<file path="src/rtl/wb_mem_master_pkg.sv">
// Shared definitions for the Wishbone memory master slice.
//   state_e          FSM encoding (IDLE/REQ/WAIT/RESP, 2 bits)
//   TIMEOUT_DEFAULT  default bus timeout in cycles (0 disables the timeout)
//   WB_SEL_ALL       all-ones byte-select source, sliced to the bus width
//   cnt_width()      bit width of a counter that must reach TIMEOUT
package wb_mem_master_pkg;

    typedef enum logic [1:0] {
        ST_IDLE = 2'd0,
        ST_REQ  = 2'd1,
        ST_WAIT = 2'd2,
        ST_RESP = 2'd3
    } state_e;

    localparam int TIMEOUT_DEFAULT = 255;

    // Wide enough for any data bus up to 1024 bits; users slice the low bits.
    localparam logic [127:0] WB_SEL_ALL = {128{1'b1}};

    // A zero-bit counter is not legal, so a disabled timeout still gets one bit.
    function automatic int cnt_width(input int timeout);
        return (timeout < 1) ? 1 : $clog2(timeout + 1);
    endfunction

endpackage

</file>
<file path="src/rtl/wb_mem_master_timeout_cnt.sv">
// Bus timeout counter.
//   clk_i, rst_i  clock, asynchronous active-high reset
//   clr_i         restart the count from zero (new bus cycle)
//   en_i          count one cycle of waiting for the slave
//   expire_o      high while the count sits on the last allowed wait cycle
// The count saturates at TIMEOUT; with TIMEOUT = 0 expire_o never rises.
module wb_timeout_cnt
    import wb_mem_master_pkg::*;
#(
    parameter int TIMEOUT = TIMEOUT_DEFAULT
) (
    input  logic clk_i,
    input  logic rst_i,
    input  logic clr_i,
    input  logic en_i,
    output logic expire_o
);

    localparam int               CNT_W    = cnt_width(TIMEOUT);
    localparam logic [CNT_W-1:0] CNT_MAX  = CNT_W'(TIMEOUT);
    localparam logic [CNT_W-1:0] CNT_LAST = CNT_W'(TIMEOUT - 1);
    localparam logic             CNT_ON   = (TIMEOUT != 0);

    logic [CNT_W-1:0] cnt_r;

    // Saturating wait-cycle counter, cleared at the start of every bus cycle.
    always_ff @(posedge clk_i or posedge rst_i) begin
        if (rst_i) begin
            cnt_r <= '0;
        end else if (clr_i) begin
            cnt_r <= '0;
        end else if (en_i && (cnt_r != CNT_MAX)) begin
            cnt_r <= cnt_r + CNT_W'(1);
        end
    end

    // The count reads k-1 on the k-th wait cycle, so TIMEOUT-1 marks the last one.
    assign expire_o = CNT_ON && (cnt_r == CNT_LAST);

endmodule

</file>
<file path="src/rtl/wb_mem_master.sv">
// Wishbone B4 pipelined master: drains the request FIFO, one bus cycle per
// request, one transaction outstanding, one in-order response per cycle.
//   req_*   request FIFO side (req_pop_o is a same-cycle pulse from IDLE)
//   resp_*  response FIFO side (held in RESP until resp_accept_i)
//   wb_*    Wishbone bus; cyc/stb/resp_valid are flops cleared by rst_i
// A slave that neither acks nor errors within TIMEOUT wait cycles produces an
// error response. ack/err outside REQ/WAIT are ignored.
module wb_mem_master
    import wb_mem_master_pkg::*;
#(
    parameter int ADDR_W  = 32,
    parameter int DATA_W  = 32,
    parameter int TIMEOUT = TIMEOUT_DEFAULT
) (
    input  logic                clk_i,
    input  logic                rst_i,
    input  logic                req_valid_i,
    input  logic [ADDR_W-1:0]   req_addr_i,
    input  logic [DATA_W-1:0]   req_data_i,
    input  logic [DATA_W/8-1:0] req_wr_i,
    output logic                req_pop_o,
    output logic                resp_valid_o,
    output logic [DATA_W-1:0]   resp_data_o,
    output logic                resp_err_o,
    input  logic                resp_accept_i,
    output logic                wb_cyc_o,
    output logic                wb_stb_o,
    output logic                wb_we_o,
    output logic [DATA_W/8-1:0] wb_sel_o,
    output logic [ADDR_W-1:0]   wb_adr_o,
    output logic [DATA_W-1:0]   wb_dat_o,
    input  logic [DATA_W-1:0]   wb_dat_i,
    input  logic                wb_ack_i,
    input  logic                wb_err_i,
    input  logic                wb_stall_i
);

    localparam int                SEL_W    = DATA_W / 8;
    localparam logic [ADDR_W-1:0] ADR_MASK = ~ADDR_W'(SEL_W - 1);
    localparam logic [SEL_W-1:0]  SEL_ALL  = WB_SEL_ALL[SEL_W-1:0];

    state_e              state_r;
    state_e              state_s;
    logic                pop_s;
    logic                done_s;
    logic                done_err_s;
    logic [DATA_W-1:0]   done_data_s;
    logic                expire_s;

    logic                cyc_r;
    logic                stb_r;
    logic                resp_valid_r;
    logic                we_r;
    logic [SEL_W-1:0]    sel_r;
    logic [ADDR_W-1:0]   adr_r;
    logic [DATA_W-1:0]   dat_r;
    logic [DATA_W-1:0]   resp_data_r;
    logic                resp_err_r;

    wb_timeout_cnt #(
        .TIMEOUT (TIMEOUT)
    ) u_timeout (
        .clk_i    (clk_i),
        .rst_i    (rst_i),
        .clr_i    (pop_s),
        .en_i     (state_r == ST_WAIT),
        .expire_o (expire_s)
    );

    // Next state, request pop and response capture; err outranks ack, ack outranks timeout.
    always_comb begin
        state_s     = state_r;
        pop_s       = 1'b0;
        done_s      = 1'b0;
        done_err_s  = 1'b0;
        done_data_s = '0;
        case (state_r)
            ST_IDLE: begin
                if (req_valid_i) begin
                    pop_s   = 1'b1;
                    state_s = ST_REQ;
                end else begin
                    state_s = ST_IDLE;
                end
            end
            ST_REQ: begin
                // A stalled strobe is not accepted, so any ack/err then is not ours.
                if (wb_stall_i) begin
                    state_s = ST_REQ;
                end else if (wb_err_i) begin
                    done_s     = 1'b1;
                    done_err_s = 1'b1;
                    state_s    = ST_RESP;
                end else if (wb_ack_i) begin
                    done_s      = 1'b1;
                    done_data_s = we_r ? '0 : wb_dat_i;
                    state_s     = ST_RESP;
                end else begin
                    state_s = ST_WAIT;
                end
            end
            ST_WAIT: begin
                if (wb_err_i) begin
                    done_s     = 1'b1;
                    done_err_s = 1'b1;
                    state_s    = ST_RESP;
                end else if (wb_ack_i) begin
                    done_s      = 1'b1;
                    done_data_s = we_r ? '0 : wb_dat_i;
                    state_s     = ST_RESP;
                end else if (expire_s) begin
                    done_s     = 1'b1;
                    done_err_s = 1'b1;
                    state_s    = ST_RESP;
                end else begin
                    state_s = ST_WAIT;
                end
            end
            ST_RESP: begin
                if (resp_accept_i) begin
                    state_s = ST_IDLE;
                end else begin
                    state_s = ST_RESP;
                end
            end
            default: begin
                state_s = ST_IDLE;
            end
        endcase
    end

    // State register; handshake flags are decoded from the next state so they flop with it.
    always_ff @(posedge clk_i or posedge rst_i) begin
        if (rst_i) begin
            state_r      <= ST_IDLE;
            cyc_r        <= 1'b0;
            stb_r        <= 1'b0;
            resp_valid_r <= 1'b0;
        end else begin
            state_r      <= state_s;
            cyc_r        <= (state_s == ST_REQ) || (state_s == ST_WAIT);
            stb_r        <= (state_s == ST_REQ);
            resp_valid_r <= (state_s == ST_RESP);
        end
    end

    // Request holding registers, loaded on the pop so the FIFO head may move on.
    always_ff @(posedge clk_i or posedge rst_i) begin
        if (rst_i) begin
            adr_r <= '0;
            dat_r <= '0;
            sel_r <= '0;
            we_r  <= 1'b0;
        end else if (pop_s) begin
            adr_r <= req_addr_i & ADR_MASK;
            dat_r <= req_data_i;
            sel_r <= (|req_wr_i) ? req_wr_i : SEL_ALL;
            we_r  <= |req_wr_i;
        end
    end

    // Response holding registers, stable for the whole RESP state.
    always_ff @(posedge clk_i or posedge rst_i) begin
        if (rst_i) begin
            resp_data_r <= '0;
            resp_err_r  <= 1'b0;
        end else if (done_s) begin
            resp_data_r <= done_data_s;
            resp_err_r  <= done_err_s;
        end
    end

    assign req_pop_o    = pop_s;
    assign resp_valid_o = resp_valid_r;
    assign resp_data_o  = resp_data_r;
    assign resp_err_o   = resp_err_r;
    assign wb_cyc_o     = cyc_r;
    assign wb_stb_o     = stb_r;
    assign wb_we_o      = we_r;
    assign wb_sel_o     = sel_r;
    assign wb_adr_o     = adr_r;
    assign wb_dat_o     = dat_r;

endmodule

</file>
<file path="config.mk">
export PLATFORM = sky130hd
export DESIGN_NAME = wb_mem_master
export DESIGN_NICKNAME = d
export VERILOG_FILES = /design/src/rtl/wb_mem_master_pkg.sv /design/src/rtl/wb_mem_master_timeout_cnt.sv /design/src/rtl/wb_mem_master.sv
export SDC_FILE = /design/constraint.sdc
export NUM_CORES = 1
export LEC_CHECK = 0
export ABC_AREA = 1
export CELL_PAD_IN_SITES_DETAIL_PLACEMENT = 1
export CELL_PAD_IN_SITES_GLOBAL_PLACEMENT = 2
export CORE_MARGIN = 4
export CORE_UTILIZATION = 25
export DETAILED_ROUTE_END_ITERATION = 10
export GPL_ROUTABILITY_DRIVEN = 0
export GPL_TIMING_DRIVEN = 1
export PLACE_DENSITY_LB_ADDON = 0.1
export SYNTH_ARGS = -nofsm -noshare
export SYNTH_HDL_FRONTEND = slang
export SYNTH_SLANG_ARGS = --single-unit
</file>
<file path="constraint.sdc">
create_clock -name clk_i -period 5.1 [get_ports clk_i]
set_input_delay 0.765 -clock clk_i [delete_from_list [all_inputs] [get_ports clk_i]]
set_output_delay 0.765 -clock clk_i [all_outputs]
set_load 0.02 [all_outputs]
</file>
== After elaboration in Yosys (flattened, before gate mapping) ==
Index checks and enable logic that the tools add are counted.

* Add/subtract/negate cells: 1
* Eq/ne operators: 8
* Muxes and demuxes: 31
* Reduce and logical (&&, ||, !) cells: 5

{| class="wikitable"
|+ Operators by type and width
! cell !! count
|-
| 2-to-1 mux 32 bit || 4
|-
| one-hot mux 32 bit (2 select lines) || 1
|-
| 2-to-1 mux 1 bit || 18
|-
| 2-to-1 mux 8 bit || 2
|-
| adder 8 x 1 -> 8 bit (second input constant) || 1
|-
| equality test 2 bit (second input constant) || 4
|-
| equality test 8 bit (second input constant) || 1
|-
| != test 8 bit (second input constant) || 1
|-
| one-hot mux 2 bit (4 select lines) || 1
|-
| equality test 2 x 1 -> 1 bit (second input constant) || 2
|-
| 2-to-1 mux 2 bit || 2
|-
| 2-to-1 mux 4 bit || 1
|-
| one-hot mux 1 bit (2 select lines) || 2
|-
| OR reduction 4 bit || 1
|-
| zero test 2 bit || 1
|-
| nonzero test 2 bit || 1
|-
| logical AND 1 bit || 1
|-
| logical OR 1 bit || 1
|}

* Flip-flop bits (word level): 113
* Input bits: 107
* Output and inout bits: 106
* Word-level logic and storage cells: 56

== Longest topological paths before layout ==
Gate-level depths: netlist (run 1).

* Word-level depth: 7
* Depth in mapped cells: 12
* Depth with buffers taken out: 11

== Modules after synthesis ==
From an unflattened synthesis (run 1), not the netlist that was laid out.

* Cell total of the unflattened synthesis: 721
* Area total of the unflattened synthesis: 5400.2 um^2

{| class="wikitable"
|+ Modules (own cells, without submodules)
! module !! times used !! cells each !! area each (um^2)
|-
| wb_mem_master || 1 || 644 || 4865.9
|-
| wb_timeout_cnt || 1 || 77 || 534.3
|}

== Worst setup path after synthesis (run 1) ==
No wires, ideal clock.

* Path type: input to output
* Start: input req_valid_i
* End: output req_pop_o
* Arrival: 1.242 ns
* Slack: 3.093 ns
* Stages on the path: 3
* Path buffers: 1
* Cell sequence: nand2_1 -> inv_2 -> buf_2

* Word-level cells in the longest chain between the ends: 2

{| class="wikitable"
|+ RTL lines
! item !! line !! RTL
|-
| start, declared || wb_mem_master.sv:17 || <nowiki>input logic req_valid_i,</nowiki>
|-
| 2-to-1 mux 1 bit || wb_mem_master.sv:79 || <nowiki>if (req_valid_i) begin</nowiki>
|-
| 2-to-1 mux 1 bit || wb_mem_master.sv:77 || <nowiki>case (state_r)</nowiki>
|-
| end, declared || wb_mem_master.sv:21 || <nowiki>output logic req_pop_o,</nowiki>
|}

Every way passes these cells.

== Worst setup path after layout (run 1) ==
Ends and elaborated chain as after synthesis.

==> reports/results.ini, run 1 <==
[run_status]
status = completed

[timing]
setup_viol = 0
worstMarginPinSlew_ns = 1.02
fin_crit_ns = 2.84
max_slew_margin_pct = 32.0
rsz0062_at_grt = false
fin_crit_sh_pct = 55.6
hold_violations = 0
clock_skew_ns = 0.0167
fin_setup_tns_ns = 0
fmax_mhz = 352
slew_viol_final = 0

[routing]
ant_nets = 0
drt_iter0_markers = 124
vias = 4273
drt_pass1_iterations = 4
drc = 0
routed_wl_mm = 15.6
via_per_inst = 4.35
wl_per_cell_um = 15.9

[worst_setup_path]
path_class = input port to primary output
crit_path_end_kind = primary output
r2r_start = state_r[0]$_DFF_PP0_
crit_fanout = 2
start_kind = input port
arrival_ns = 2.07
cp.required_ns = 4.34
startpoint = req_valid_i

[logic_synthesis]
synth_mux_area_share_pct = 0
synth_flop_cell = dfrtp_1
synth_cells = 531
synthXorXnorAreaFrac_pct = 0
synth-seq-cells = 113
synth_top_family_by_area = simple AND/OR/NAND/NOR gates
synth_cell_types = 29
synth_area_sq_um = 4760
yosysWarningCount = 0
synth-seq-area-share_pct = 59.4
synthArstFlopShare_pct = 100
synthAdderAreaFrac_pct = 2.37
synth-edff-count = 0
synth_compound_area_share_pct = 2.13
synth-simple-area-share_pct = 31.1
synth_area_per_cell_sq_um = 8.96

[grt]
grt_util_met2_pct = 22.8
gr-usage-met1_pct = 18.0
busiest_layer = met2
grt_usage_pct = 15.1
antenna_found_initial = 1
grt_pass1_vias = 4640
met3_usage_pct = 8.66
grt_pass1_wl_mm = 25.7
grt-ovfl-total = 0
grt_max_degree = 79

[final_layout]
design_area_sq_um = 7690
syn2layout_area_growth_pct = 61.5
final_nets = 853
fin_util_pct = 41.1
final_common_cell = nand2_1
mostFrequentLayoutCells = 272 x nand2_1, 208 x clkdlybuf4s50_1, 113 x dfrtp_1
diodes = 0
drive_above_1_share_pct = 7.34

[clock_tree]
numCtsBuffers = 17
clkTransAtPathRegs_ns = 0.05
cts_tree = built
cts_root_buf = clkbuf_16
cts_setup_buffers = 0
cts_resized = 0
worst_skew_pair.late_latency_ns = 0.42
ctsHoldBuffers = 0
cts_sinks = 113
htreeDepth = 4
clk_path_buf_depth = 2

[flow_run]
drv_cap = 0

[hold_path]
hold_start = resp_data_o[21]$_DFFE_PP0P_
hp-class = register to register

[die]
coreArea_sq_um = 18700
die_x_um = 146
pin_count = 213
die-area_sq_um = 21300
rows = 50
fp.dieH_um = 146
initial_utilization_pct = 25.4

[pwr]
power_density_nw_per_um2 = 661
p_leak_uw = 0.00372
ir_drop_mv = 0.322
finalPower_uw = 5080

[placed_design]
numPortBuffers = 208
dp_hpwl_mm = 10.7
placed_area_sq_um = 7030

## metal layers
metal,wire [um],vias to the layer above
li1,-,2044
met1,6500,2053
met2,7060,152
met3,1800,22
met4,255,2
met5,13,-
## registers in the layout (all words and copies together) (netlist names)
register,count
resp_data_o,32
wb_dat_o,32
wb_adr_o,30
u_timeout.cnt_r,8
wb_sel_o,4
state_r,2
resp_err_o,1
resp_valid_o,1
wb_cyc_o,1
wb_stb_o,1
wb_we_o,1
## where the power goes
| part | switching, uW | internal [uW] |
|---|---|---|
| Clock | 420 | 916 |
| Sequential | 227 | 1300 |
| Combinational | 1250 | 963 |
| Total | 1900 | 3180 |
## cell type report
type	instances	area, sq um
multi-input cells	370	1710
well taps	234	293
flip-flops and latches	113	2830
clock inverters	9	178
fillers	2145	11000
clock buffers	22	484
inverters	23	88.8
repair buffers	212	2110
## kinds of logic (layout without fill, tap and decap cells)
| logic type | Yosys count | after routing |
|---|---|---|
| buffers and inverters | 49 | 266 |
| adder cells (fa/ha/maj) | 9 | 9 |
| AND/OR/NAND/NOR | 343 | 343 |
| flip-flops | 113 | 113 |
| AO/OA/AOI/OAI | 16 | 16 |
| other | 1 | 2 |
## metrics by stage
step / setup WS, ns / std cells / hold WS, ns
floorplan: 1.35 / 532 / 0.515
global placement: 2.24 / 952 / 0.452
detailed placement: 2.25 / 952 / 0.459
CTS: 2.24 / 983 / 0.473
global route: 2.18 / 983 / 0.493
finish: 2.26 / 983 / 0.467
## final timing paths
| kind | endpoint | slack (ns) | cells past startpoint |
|---|---|---|---|
| max | req_pop_o | 2.26 | 4 |
| min | resp_data_o[21]$_DFFE_PP0P_ | 0.47 | 2 |
| max reg2reg | resp_data_o[29]$_DFFE_PP0P_ | 2.98 | 7 |
| min reg2reg | resp_data_o[21]$_DFFE_PP0P_ | 0.47 | 2 |
| max in group asynchronous | resp_data_o[17]$_DFFE_PP0P_ | 3.05 | 3 |
| min in group asynchronous | wb_adr_o[20]$_DFFE_PP0P_ | 0.92 | 2 |
## synth_stat cells, types with 4 or more instances
master | n | share of area (%)
o22a_1 | 4 | 0.74
nand2_1 | 273 | 22
nand2_2 | 10 | 1.3
buf_4 | 4 | 0.63
buf_2 | 6 | 0.63
clkbuf_1 | 10 | 0.79
dfrtp_1 | 113 | 59
nand3b_1 | 32 | 5.0
ha_1 | 9 | 2.4
nor2_1 | 14 | 1.1
inv_1 | 20 | 1.6
o21ai_0 | 6 | 0.63
## critical path, cell delays in order
cell,delay (ns)
clkdlybuf4s50_1,0.51
nand2_2,0.08
inv_2,0.06
clkdlybuf4s50_1,0.66
Note: power is estimated with default switching activity, not from simulation.
==> run 2, diff against run 1 <==
Settings changed: CORE_UTILIZATION 25 to 23.
Clock period 5.1 ns to 2.8 ns, I/O delays scaled along.
==> reports/results.ini, run 2 (synthesis results as in run 1) <==
[run_status]
status = completed

[clock_tree]
clk_path_buf_depth = 2  ; unchanged
cts_root_buf = clkbuf_16
worst_skew_pair.late_latency_ns = 0.41  ; about the same
cts_tree = built
cts_sinks = 113  ; unchanged
cts_resized = 0  ; unchanged
numCtsBuffers = 17  ; unchanged
htreeDepth = 4  ; unchanged
clkTransAtPathRegs_ns = 0.05  ; about the same
cts_setup_buffers = 0  ; unchanged
ctsHoldBuffers = 0  ; unchanged

[placed_design]
dp_hpwl_mm = 10.9  ; +1.9%
numPortBuffers = 208  ; unchanged
dp_cells = 990  ; +4.0%

[worst_setup_path]
slowest_stage = clkdlybuf4s50_1
crit_path_end_kind = primary output
crit_fanout = 3  ; +1
crit_chain = inv_1 -> ha_1 -> nand2_2 -> inv_2 -> clkdlybuf4s50_1
cp.required_ns = 2.38  ; -1.96 ns
cp_slowest_stage_delay_ns = 0.64  ; -0.02 ns
start_kind = register
ff2ff_path_depth = 7  ; unchanged
r2r_setup_slack_ns = 0.76  ; -2.22 ns
path_class = register to primary output
arrival_ns = 1.88  ; -0.19 ns

[final_layout]
syn2layout_area_growth_pct = 62.3
final_common_cell = nand2_1
drive_above_1_share_pct = 7.71  ; +0.37 points
final_nets = 855  ; +0.23%
diodes = 0  ; unchanged
fin_cells = 1022  ; +4.0%
mostFrequentLayoutCells = 272 x nand2_1, 208 x clkdlybuf4s50_1, 113 x dfrtp_1
fillers = 2349  ; +9.5%

[die]
die-area_sq_um = 23100  ; +8.2%
coreArea_sq_um = 20300  ; +8.5%
die_x_um = 152  ; +4.0%
rows = 52  ; +4.0%
fp.dieH_um = 152  ; +4.0%
pin_count = 213  ; unchanged
initial_utilization_pct = 23.4  ; -2.0 points

[flow_run]
drv_cap = 0  ; unchanged

[timing]
fin_crit_sh_pct = 82.0
max_slew_margin_pct = 47.9  ; +16 points
worstMarginPinSlew_ns = 0.781  ; -0.239 ns
rsz0062_at_grt = false
fin_setup_tns_ns = 0  ; unchanged
setup_viol = 0  ; unchanged
fmax_mhz = 435
slew_viol_final = 0  ; unchanged
clock_skew_ns = 0.00530  ; -0.0114 ns
fin_crit_ns = 2.30
hold_violations = 0  ; unchanged

[routing]
drt_iter0_markers = 141  ; +14%
ant_nets = 0  ; unchanged
drt_pass1_iterations = 4  ; unchanged
vias = 4214  ; -1.4%
routed_wl_mm = 15.6  ; +0.19%
via_per_inst = 4.12  ; -5.1%
wl_per_cell_um = 15.3  ; -3.6%
drc = 0  ; unchanged

[pwr]
p_leak_uw = 0.00370  ; -0.65%
power_density_nw_per_um2 = 1180  ; +78%
finalPower_uw = 9110  ; +79%
ir_drop_mv = 0.504  ; +57%

[grt]
grt_pass1_wl_mm = 25.7  ; -0.14%
grt_max_degree = 76  ; -3.8%
grt-ovfl-total = 0  ; unchanged
grt_pass1_vias = 4652  ; +0.26%
antenna_found_initial = 0  ; -1
grt_usage_pct = 13.7  ; -1.4 points

[hold_path]
holdPathStages = 2  ; unchanged
hp-class = register to register

run 2: cell types whose count changed in the layout (fill, tap and decap cells not counted), sizes merged:
cell,before,now
clkinvlp,0,5
clkinv,4,1
buf,4,6
bufinv,5,3
inv,23,25
clkbuf,22,21
run 2: power breakdown:
part	switching (uW)	total, uW	internal (uW)
registers	412	2790	2370
logic	2270	4040	1770
clock network	804	2280	1480
run 2: through the flow:
| step | instance area [sq um] | util (%) | setup WS, ns | hold slack [ns] |
|---|---|---|---|---|
| floorplan | 4770 | - | 1.01 | 0.515 |
| global placement | 7100 | 35.0 | 0.516 | 0.453 |
| detailed placement | 7100 | 35.0 | 0.496 | 0.457 |
| CTS | 7720 | 38.0 | 0.438 | 0.472 |
| global route | 7720 | 38.0 | 0.392 | 0.485 |
| finish | 7720 | 38.0 | 0.503 | 0.466 |
run 2: final timing paths:
kind                                                   from                           to
worst min register to register  resp_data_o[22]$_DFFE_PP0P_  resp_data_o[22]$_DFFE_PP0P_
worst max-delay path                   state_r[0]$_DFF_PP0_                    req_pop_o
worst min-delay path            resp_data_o[22]$_DFFE_PP0P_  resp_data_o[22]$_DFFE_PP0P_
min in group asynchronous                             rst_i     wb_adr_o[24]$_DFFE_PP0P_
worst max register to register         state_r[0]$_DFF_PP0_      wb_sel_o[3]$_DFFE_PP0P_
max in group asynchronous                             rst_i   resp_data_o[3]$_DFFE_PP0P_
run 2: area by class of cell:
class	count	area, sq um	area share, %
flip-flops and latches	113	2830	36.6
inverters	23	90.1	1.17
clock inverters	11	151	1.96
well taps	270	338	4.37
repair buffers	214	2140	27.7
multi-input cells	370	1710	22.1
clock buffers	21	470	6.09
run 2: worst max-delay path: cells and delay by family (launching register included):
kind | cells | cell delay [ns]
buffers and inverters | 3 | 0.82
AND/OR/NAND/NOR | 1 | 0.07
adder cells (fa/ha/maj) | 1 | 0.17
flip-flops | 1 | 0.40
run 2: metal layers:
layer | track usage [%] | vias to the layer above | routed length [um]
met5 | 0 | - | 0
met4 | 4.49 | 0 | 218
met3 | 5.92 | 18 | 1290
met2 | 21.8 | 137 | 7320
met1 | 17.0 | 2012 | 6820
li1 | - | 2047 | -
==> run 3, diff against run 2 <==
Settings changed: CORE_UTILIZATION 23 to 21.
Clock period 2.8 ns to 2.11 ns, I/O delays scaled along.
==> reports/results.ini, run 3 (synthesis results as in run 1) <==
[timing]
rsz0062_at_grt = false
fin_setup_tns_ns = 0  ; unchanged
hold_violations = 0  ; unchanged
fin_crit_sh_pct = 93.9
fin_crit_ns = 1.98
worstMarginPinSlew_ns = 0.813  ; +0.0318 ns
max_slew_margin_pct = 45.8  ; -2.1 points
slew_viol_final = 0  ; unchanged
fmax_mhz = 505
setup_viol = 0  ; unchanged
clock_skew_ns = 0.0111  ; +0.00576 ns

[pwr]
p_leak_uw = 0.00371  ; +0.31%
p_seq_share_pct = 30.7  ; about the same
p_clk_share_pct = 24.4  ; -0.7 points
power_density_nw_per_um2 = 1550  ; +32%
p_sw_uw = 4600  ; +32%
p_comb_share_pct = 44.9  ; +0.6 points
p_sw_share_pct = 38.3  ; about the same
intPower_uw = 7410  ; +32%
ir_drop_mv = 0.618  ; +23%

[grt]
antenna_found_initial = 2  ; +2
grt_usage_pct = 12.7  ; -1.0 points
grt-ovfl-total = 0  ; unchanged
grt_max_degree = 72  ; -5.3%
grt_pass1_vias = 4607  ; -0.97%
grt_pass1_wl_mm = 24.8  ; -3.5%

[final_layout]
fillers = 2534  ; +7.9%
final_common_cell = nand2_1
mostFrequentLayoutCells = 272 x nand2_1, 207 x clkdlybuf4s50_1, 113 x dfrtp_1
syn2layout_area_growth_pct = 62.5
fin_cells = 1031  ; +0.88%
final_nets = 855  ; unchanged
diodes = 0  ; unchanged
drive_above_1_share_pct = 7.46  ; -0.26 points
fin_util_pct = 35.1  ; -2.9 points

[routing]
topRoutingLayerUsed = met5
vias = 4224  ; +0.24%
drc = 0  ; unchanged
dr_wl_met2_mm = 7.23  ; -1.2%
drt_iter0_markers = 181  ; +28%
drt_pass1_iterations = 4  ; unchanged
wl_met1_mm = 6.38  ; -6.5%
wl_per_cell_um = 15.5  ; +0.92%
via_per_inst = 4.10  ; -0.64%
routed_wl_mm = 15.9  ; +1.8%
dr_wl_met3_mm = 2.07  ; +61%
ant_nets = 0  ; unchanged

[clock_tree]
cts_tree = built
clk_path_buf_depth = 2  ; unchanged
clkTransAtPathRegs_ns = 0.05  ; about the same
cts_root_buf = clkbuf_16
numCtsBuffers = 17  ; unchanged
worst_skew_pair.late_latency_ns = 0.41  ; about the same
htreeDepth = 4  ; unchanged
cts_sinks = 113  ; unchanged
cts_setup_buffers = 0  ; unchanged

[worst_setup_path]
r2r_start = state_r[1]$_DFF_PP0_
cp.required_ns = 1.79  ; -0.59 ns
crit_path_end_kind = primary output
arrival_ns = 1.66  ; -0.22 ns
cp_slowest_stage_delay_ns = 0.42  ; -0.22 ns
path_class = register to primary output
startpoint = state_r[1]$_DFF_PP0_
crit_chain = inv_1 -> ha_1 -> nand2_2 -> inv_2 -> dlygate4sd2_1
slowest_stage = dlygate4sd2_1
crit_fanout = 3  ; unchanged
start_kind = register

[die]
die_x_um = 159  ; +4.4%
rows = 54  ; +3.8%
initial_utilization_pct = 21.6  ; -1.8 points
fp.dieH_um = 159  ; +4.4%
pin_count = 213  ; unchanged
coreArea_sq_um = 22000  ; +8.5%
die-area_sq_um = 25100  ; +9.0%

[placed_design]
dp_hpwl_mm = 11.2  ; +2.0%
dp_cells = 1000  ; +1.0%
numPortBuffers = 208  ; unchanged

[hold_path]
hp-class = input port to async pin

[run_status]
status = completed

[flow_run]
drv_cap = 0  ; unchanged

## run 3: power groups by stage
stage / clock, uW / sequential [uW] / combinational, uW
global route: 3150 / 3810 / 5880
floorplan: 0 / 4840 / 1590
global placement: 0 / 3670 / 5460
finish: 2930 / 3680 / 5390
CTS: 3060 / 3700 / 5520
detailed placement: 0 / 3710 / 5510
## run 3: layer usage
layer,track usage [%],up-vias
met1,14.3,2006
met4,3.45,4
met5,0,-
met3,8.48,18
li1,-,2048
met2,19.8,148
## run 3: stage by stage
stage	power (uW)	worst slack (ns)	instance area [sq um]	hold WS [ns]
6_report	12000	0.129	7730	0.398
5_1_grt	12800	0.0181	7730	0.431
4_1_cts	12300	0.0870	7730	0.419
3_5_place_dp	9220	0.0885	7140	0.459
3_3_place_gp	9130	0.0735	7140	0.453
2_1_floorplan	6430	0.422	4770	0.426
## run 3: repair_timing
item                       in CTS  in global routing
setup endpoints to repair       1                  0
hold buffers                    0                  0
gates resized for setup         1                  0
## run 3: final timing paths
| path | end | slack (ns) | depth (start not counted) |
|---|---|---|---|
| worst min register to register | resp_data_o[22]$_DFFE_PP0P_ | 0.47 | 2 |
| min in group clk_i | wb_dat_o[11]$_DFFE_PP0P_ | 0.44 | 3 |
| worst min-delay path | wb_adr_o[18]$_DFFE_PP0P_ | 0.40 | 3 |
| worst max-delay path | req_pop_o | 0.13 | 5 |
| max in group asynchronous | wb_adr_o[4]$_DFFE_PP0P_ | 1.42 | 3 |
| worst max register to register | u_timeout.cnt_r[0]$_DFFE_PP0P_ | 0.29 | 6 |
## run 3: layout make-up
cell class	count	area, sq um	area share [%]
flip-flops and latches	113	2830	36.6
repair buffers	214	2160	28.0
multi-input cells	370	1710	22.1
clock buffers	21	460	5.95
well taps	280	350	4.53
clock inverters	10	135	1.75
inverters	23	90.1	1.17
## run 3: worst max-delay path: cells and delay by family, from the launching register on
kind                       cells  cell delay (ns)
buffers and inverters          3             0.62
DFF                            1             0.40
adders and majority gates      1             0.17
and+or+nand+nor                1             0.07
